$ cat src/rtl/gyro_rate_est.sv
// gyro_rate_est: recovers per-axis angular rate from tilt samples via difference, windowed average, scale and saturate.
// Define DEADBAND_EN to zero output rates strictly between DB_LO and DB_HI.
module gyro_rate_est #(
    parameter int SAMPLE_DIV = 50000,
    parameter int AVG_LOG2   = 3,
    parameter int RATE_SCALE = 1000,
    parameter int DB_LO      = -42,
    parameter int DB_HI      = 10
) (
    input  logic               CLK,
    input  logic               RST,
    input  logic               EN,
    input  logic signed [15:0] X,
    input  logic signed [15:0] Y,
    input  logic signed [15:0] Z,
    output logic signed [15:0] RX,
    output logic signed [15:0] RY,
    output logic signed [15:0] RZ,
    output logic               VALID,
    output logic               OVF
);
    localparam int DEPTH = 1 << AVG_LOG2;
    localparam int SW    = 17 + AVG_LOG2;
    localparam int PW    = 28;
    localparam logic [15:0] LAST = 16'(SAMPLE_DIV - 1);

    typedef enum logic [2:0] {PRIME, IDLE, DIFF, ACCUM, SCALE, OUT} state_t;

    state_t                st, nxt;
    logic [15:0]           cnt;
    logic                  tick;
    logic [AVG_LOG2-1:0]   wptr;
    logic signed [15:0]    smp   [3];
    logic signed [15:0]    cur   [3];
    logic signed [15:0]    prev  [3];
    logic signed [16:0]    delta [3];
    logic signed [SW-1:0]  sum   [3];
    logic signed [16:0]    win   [3][DEPTH];
    logic signed [16:0]    avg   [3];
    logic signed [PW-1:0]  prod  [3];
    logic signed [15:0]    sat   [3];
    logic signed [15:0]    sat_q [3];
    logic signed [15:0]    db    [3];
    logic signed [15:0]    rate  [3];
    logic [2:0]            clip;

    always_comb begin
        smp[0] = X;
        smp[1] = Y;
        smp[2] = Z;
        tick   = EN && cnt == LAST;
        for (int a = 0; a < 3; a++) begin
            avg[a]  = 17'(sum[a] >>> AVG_LOG2);
            prod[a] = PW'(avg[a]) * PW'(RATE_SCALE);
            clip[a] = prod[a] > 32767 || prod[a] < -32768;
            sat[a]  = prod[a] > 32767 ? 16'sh7fff : prod[a] < -32768 ? 16'sh8000 : prod[a][15:0];
`ifdef DEADBAND_EN
            db[a]   = (sat_q[a] > DB_LO && sat_q[a] < DB_HI) ? '0 : sat_q[a];
`else
            db[a]   = sat_q[a];
`endif
        end
    end

    // At the minimum SAMPLE_DIV the next tick coincides with OUT, so OUT may launch the next sample directly.
    always_comb begin
        nxt = st;
        case (st)
            PRIME:   nxt = tick ? IDLE : PRIME;
            IDLE:    nxt = tick ? DIFF : IDLE;
            DIFF:    nxt = ACCUM;
            ACCUM:   nxt = SCALE;
            SCALE:   nxt = OUT;
            OUT:     nxt = tick ? DIFF : IDLE;
            default: nxt = PRIME;
        endcase
    end

    always_ff @(posedge CLK or negedge RST) begin
        if (!RST) begin
            st    <= PRIME;
            cnt   <= '0;
            wptr  <= '0;
            VALID <= 1'b0;
            OVF   <= 1'b0;
            for (int a = 0; a < 3; a++) begin
                cur[a]   <= '0;
                prev[a]  <= '0;
                delta[a] <= '0;
                sum[a]   <= '0;
                sat_q[a] <= '0;
                rate[a]  <= '0;
                for (int d = 0; d < DEPTH; d++) win[a][d] <= '0;
            end
        end else begin
            st    <= nxt;
            VALID <= st == OUT;
            if (EN) cnt <= tick ? '0 : cnt + 16'd1;
            if (st == ACCUM) wptr <= wptr + AVG_LOG2'(1);
            if (st == SCALE && |clip) OVF <= 1'b1;
            for (int a = 0; a < 3; a++) begin
                if (st == PRIME && tick) prev[a] <= smp[a];
                if ((st == IDLE || st == OUT) && tick) cur[a] <= smp[a];
                if (st == DIFF) begin
                    delta[a] <= 17'(cur[a]) - 17'(prev[a]);
                    prev[a]  <= cur[a];
                end
                if (st == ACCUM) begin
                    sum[a]       <= sum[a] + SW'(delta[a]) - SW'(win[a][wptr]);
                    win[a][wptr] <= delta[a];
                end
                if (st == SCALE) sat_q[a] <= sat[a];
                if (st == OUT) rate[a] <= db[a];
            end
        end
    end

    always @(posedge CLK) begin
        if (RST) begin
            assert (!tick || st == PRIME || st == IDLE || st == OUT) else $error("tick while pipeline busy");
            assert (DB_LO < DB_HI) else $error("deadband bounds inverted");
        end
    end

    assign RX = rate[0];
    assign RY = rate[1];
    assign RZ = rate[2];
endmodule
$ cat config.mk
export PLATFORM = sky130hd
export DESIGN_NAME = gyro_rate_est
export DESIGN_NICKNAME = d
export VERILOG_FILES = /design/src/rtl/gyro_rate_est.sv
export SDC_FILE = /design/constraint.sdc
export NUM_CORES = 2
export LEC_CHECK = 0
export ABC_AREA = 1
export CAP_MARGIN = 20
export CORE_AREA = 5 5 302 304
export CTS_CLUSTER_DIAMETER = 30
export DETAILED_ROUTE_END_ITERATION = 12
export DIE_AREA = 0 0 307 309
export PLACE_DENSITY_LB_ADDON = 0.05
export SETUP_SLACK_MARGIN = 0.4
export SYNTH_ARGS = -nofsm -noshare
export SYNTH_HDL_FRONTEND = slang
export SYNTH_SLANG_ARGS = --single-unit
export TNS_END_PERCENT = 30
$ cat constraint.sdc
create_clock -name CLK -period 4.7 [get_ports CLK]
set_input_delay 0.705 -clock CLK [delete_from_list [all_inputs] [get_ports CLK]]
set_output_delay 0.705 -clock CLK [all_outputs]
set_load 0.005 [all_outputs]
== After elaboration in Yosys (flattened, before gate mapping) ==
Cells that the tools add are included.

* Add/sub/neg operators: 11
* $mul: 3
* Order comparisons: 8
* Eq/ne operators: 6
* Muxes and demuxes: 30
* Bitwise operators: 1
* Reductions and logical operators: 13

{| class="wikitable"
|+ Operators with widths
! kind !! number
|-
| $bwmux W136 || 3
|-
| $mux W16 || 13
|-
| $bmux W17 S3 || 3
|-
| $mux W17 || 7
|-
| $gt A28 B16 Y1 const B || 3
|-
| $lt A28 B16 Y1 const B || 3
|-
| $mul A17 B8 Y25 const B || 3
|-
| $add A20 B17 Y20 || 3
|-
| $sub A20 B17 Y20 || 3
|-
| $demux W17 S3 || 1
|-
| $sub A16 B16 Y17 || 3
|-
| $add A16 B1 Y16 const B || 1
|-
| $eq A16 B16 Y1 const B || 1
|-
| $pmux W3 S5 || 1
|-
| $eq A3 B2 Y1 const B || 2
|-
| $eq A3 B3 Y1 const B || 2
|-
| $logic_and A1 B1 Y1 || 5
|-
| $ge A4 B4 Y1 const B || 1
|-
| $logic_or A1 B1 Y1 || 4
|-
| $lt A4 B1 Y1 const B || 1
|-
| $not A3 Y4 || 1
|-
| $add A3 B1 Y3 const B || 1
|-
| $eq A3 B1 Y1 const B || 1
|-
| $logic_not A3 Y1 || 1
|-
| other kinds (5) || 5
|}

* Register bits: 735
* Input port bits: 51
* Output and inout bits: 50
* Word-level logic and storage cells: 119

== Depth between registers and ports, before layout ==
* Depth after elaboration: 6
* Gate-level depth with buffers: 30

== Least setup slack after synthesis ==
OpenSTA, ideal clock, no wires.

* Kind: reg2reg
* From: register sum (netlist bit avg[50])
* To: register OVF
* Arrival: 4.499 ns
* Data required time: 4.583 ns
* Setup slack: 0.083 ns
* Cell stages (with the launch flop): 27
* Path through: dfrtp_1 -> inv_1 -> fa_1 -> fa_1 -> inv_1 -> fa_1 -> inv_1 -> fa_1 -> inv_1 -> ha_1 -> nand2_1 -> inv_1 -> nand3_1 -> nor2_1 -> nand4_1 -> nand3_1 -> nand2_1 -> nand2_1 -> nand2_1 -> nor2_1 -> nand2_2 -> nand2_1 -> nand2_1 -> nor2_1 -> nand2_1 -> nand2_1 -> nand2_1

* Longest elaborated chain between the ends: 5
* Elaborated cells between the ends (all ways): 6

{| class="wikitable"
|+ Ends and longest elaborated chain
! item !! line !! text
|-
| start, declared || 37 || <nowiki>logic signed [SW-1:0] sum [3];</nowiki>
|-
| start signal, assigned by index || 109 || <nowiki>sum[a] <= sum[a] + SW'(delta[a]) - SW'(win[a][wptr]);</nowiki>
|-
| $mul A17 B8 Y25 * || 54 || <nowiki>prod[a] = PW'(avg[a]) * PW'(RATE_SCALE);</nowiki>
|-
| $gt A28 B16 Y1 / $lt A28 B16 Y1 (equally long branches) || 55 || <nowiki>clip[a] = prod[a] > 32767 || prod[a] < -32768;</nowiki>
|-
| $logic_or A1 B1 Y1 * || 55 ||
|-
| $reduce_or A3 Y1 * || 100 || <nowiki>if (st == SCALE && |clip) OVF <= 1'b1;</nowiki>
|-
| $logic_and A1 B1 Y1 * || 100 ||
|-
| end signal, assigned || 85 || <nowiki>OVF <= 1'b0;</nowiki>
|-
| end signal, assigned || 100 ||
|-
| end, declared || 20 || <nowiki>output logic OVF</nowiki>
|}

Mark *: on every way between the ends. The rest lies on a longest branch, timed or not.
A chain may end at the register's enable or synchronous reset.

== Worst setup path in the final report ==
* From: register sum (netlist bit avg[24])
* To: register OVF

The elaborated chain is that of the path after synthesis.

==> summary.md <==
| Metric | Value |
|---|---|
| Sequential area share after synthesis | 37.7% |
| Die width | 307 um |
| Met2 WL | 53.7 mm |
| Number of diodes | 0 |
| Mapped cell area | 48000 um2 |
| Endpoints failing hold | 0 |
| First-pass GRT wire length | 201 mm |
| DR iter-0 viols | 2796 |
| Avg WL per Cell | 15.9 um |
| Synth-to-Final Area Change | 24.2% |
| Top delay family on crit path | adder cells |
| Status | complete, no violations |
| Count of different cell masters after synthesis | 51 |
| Antenna violations before repair | 0 |
| Relative slew slack | 32.9% |
| Most frequent CP cell | nand2_2 |
| Top routing layer in use | met4 |
| Port bufs | 100 |
| Row count | 109 |
| Cells after DPL | 7193 |
| DRT met1 WL | a little under 60 mm |
| CP max stage delay | 0.51 ns |
| Syn nets | 6553 |
| Maximum VDD drop | ~0.43 mV |
| Most common cell after layout, fill and taps aside | nand2_1 |
| Worst Path Arrival | roughly 5.3 ns |
| HP Class | flop to flop |
| Total CTS buffers | 159 |
| Reg clk slew, reported paths | 0.05 ns |
| CP Class | flop to flop |
| Gate Count Post-Synth | 5945 |
| Core region area | 88000 um2 |
| RSZ-0062 raised after global routing | true |
| Routed WL | 121 mm |
| Max Fclk | 216 MHz |
| Worst clock skew | about 0.053 ns |
| Initial Utilization | 54.5% |
| Worst endpoint required time | around 5.3 ns |
| H-tree levels | 4 |
| Drc violations | 0 |
| CTS root buf | clkbuf_16 |
| Die Ht | 309 um |
| Synth Register Bits | a little over 700 |
| ANT nets after route | 0 |
| TritonCTS clock tree | built |
| Met3 wire len | 6.79 mm |
| CP Launch Type | flop |
| Routability congestion estimate | 0.888 |
| Final Util | 67.7% |
| Setup violators final | 0 |
| Buf/Inv on CP | 6 |
| Max-Cap Viols | 0 |
| Post-route insts no fill | 7579 |
| Clk_lat worst skew | ~0.76 ns |
| Vias in the first global route | 39.3k |
| Pre-Repair DR Iteration Count | 7 |
| Nature of the critical path endpoint | flop |
| Ys async rst share | 100% |
| Clock Sinks | 723 |
| Largest net degree at the start of global routing | 143 |
| Die area | 94900 um2 |
| Final period utilization | 98.4% |
| CP max FO | 4 |
| P_leak | 30.3 nW |
| Routed via count | 39.3k |
| EDFF count, synth | 0 |
| Final Slew Violations | 0 |
| Critical-path top delay cell | fa_1 |
| PwrDens | 312 nW/um2 |
| Worst slew pin tran | 1.01 ns |
| Final HPWL DP | 82.4 mm |
| Total GRT Usage | roughly 26% |
| Share of layout cells above drive strength 1 | 16.1% |
| Fin nets | 6887 |
| Clk buf depth | 3 |
| Gr ovfl total | 0 |
| Main synth FF type | dfrtp_1 |
| Synthesized area per cell | between 8 and 9 um2 |
| Final min period | 4.62 ns |
| Vias per cell | around 5.2 |
| Synth warnings | 0 |
| Most frequent cells in the layout | 1204 x nand2_1, 909 x inv_1, 787 x o21ai_0 |
| I/O pins | about 100 |
[power by group]
group	internal, W	leakage, nW	switching, W
clock network	0.00811	2.83	0.00383
registers	0.00629	9.79	0.0000328
logic	0.0000919	17.7	0.000207
[state kept, by name, summed over array words and instances, names as in the netlist]
| name | cells |
|---|---|
| delta | 51 |
| prev | 48 |
| RZ | 14 |
| cur | 48 |
| st | 3 |
| sum | 9 |
| OVF | 1 |
| wptr | 3 |
| db | 42 |
| cnt | 16 |
| RX | 14 |
| RY | 14 |
| VALID | 1 |
| avg | 51 |
| win | 408 |
[metal layers]
metal	GRT usage, %	vias up
met5	0	-
met2	40.7	929
li1	-	19600
met4	6.49	0
met3	4.65	186
met1	37.2	18600
[Yosys cell counts (14+ instances only)]
| cell | count | area, um2 |
|---|---|---|
| nor2_1 | 528 | 1980 |
| nand2_1 | 1309 | 4910 |
| fa_1 | 248 | 4960 |
| xor2_1 | 60 | 526 |
| o2111ai_1 | 47 | 412 |
| mux2_2 | 48 | 541 |
| ha_1 | 309 | 3870 |
| o211ai_1 | 14 | 105 |
| buf_2 | 20 | 100 |
| dfrtp_1 | 723 | 18100 |
| o22ai_1 | 20 | 125 |
| o21ai_0 | 790 | 3950 |
| nand3_1 | 149 | 746 |
| buf_1 | 16 | 60.1 |
| xnor2_1 | 64 | 561 |
| a31oi_1 | 48 | 300 |
| nand4_1 | 46 | 288 |
| clkinv_1 | 14 | 52.6 |
| a21oi_1 | 152 | 761 |
| clkbuf_1 | 179 | 672 |
| nor3_1 | 27 | 135 |
| inv_1 | 994 | 3730 |
[worst reg2reg max path: stages, from the launching register on]
cell and delay [ns]:
dfrtp_2 0.45, inv_4 0.09, fa_1 0.44, fa_1 0.51
inv_2 0.04, fa_1 0.47, inv_1 0.05, fa_1 0.51
inv_2 0.05, ha_4 0.30, nand2_4 0.07, buf_6 0.13
nor2_4 0.11, nand2_1 0.07, nand3b_1 0.23, nand3_2 0.13
nand2_2 0.06, nand2_2 0.06, nand2_1 0.06, nor2_1 0.11
nand3_1 0.09, nand2_2 0.11, nand2_2 0.06, nor2_2 0.08
buf_4 0.11, nand2_2 0.04, nand2_2 0.04, nand2_1 0.05
[per-stage QoR]
stage | power (W) | setup slack (ns) | cell area, um2 | hold WS [ns] | TNS, ns
floorplan | 0.00651 | 0.387 | 48500 | 0.409 | 0
global placement | 0.00672 | -0.0580 | 52000 | 0.450 | -0.316
detailed placement | 0.00672 | -0.142 | 52000 | 0.456 | -1.41
CTS | 0.0188 | 0.0852 | 59000 | 0.468 | 0
global route | 0.0191 | -0.196 | 59600 | 0.489 | -4.79
finish | 0.0186 | 0.0756 | 59600 | 0.469 | 0
[area by class of cell]
type                    count  area, um2
fillers                  7324      28400
multi-input cells        3982      26700
flip-flops and latches    723      18100
clock buffers             202       4470
inverters                1014       3850
repair buffers            399       3540
well taps                1165       1460
clock inverters            94       1420
[logic make-up after synthesis]
kind of cell,Yosys count,synth area share (%)
AND/OR/NAND/NOR,2117,17.7
buffers and inverters,1240,9.88
AO/OA/AOI/OAI,1135,12.9
flip-flops,723,37.7
adder cells (fa/ha/maj),557,18.4
XOR/XNOR,125,2.32
multiplexers,48,1.13
[worst paths after layout]
kind                                      from  slack (ns)  depth (start not counted)              endpoint
setup / recovery           avg[24]$_DFFE_PN0P_        0.08                         27       OVF$_DFFE_PN0P_
hold / removal              db[10]$_DFFE_PN0P_        0.47                          2    RZ[10]$_DFFE_PN0P_
setup reg to reg           avg[24]$_DFFE_PN0P_        0.08                         27       OVF$_DFFE_PN0P_
hold reg to reg             db[10]$_DFFE_PN0P_        0.47                          2    RZ[10]$_DFFE_PN0P_
max in group asynchronous                  RST        2.95                          3  win[286]$_DFFE_PN0P_
min in group asynchronous                  RST        0.54                          2     RZ[8]$_DFFE_PN0P_
[repair_timing]
action                                  CTS  global route
pin swaps                               124            71
endpoints found under the hold margin    52             0
hold buffers                              1             0
resized for setup                       179            93
endpoints found under the setup margin   41            50
buffers inserted                         62            26
No activity file was read; power rests on OpenSTA's default activity.
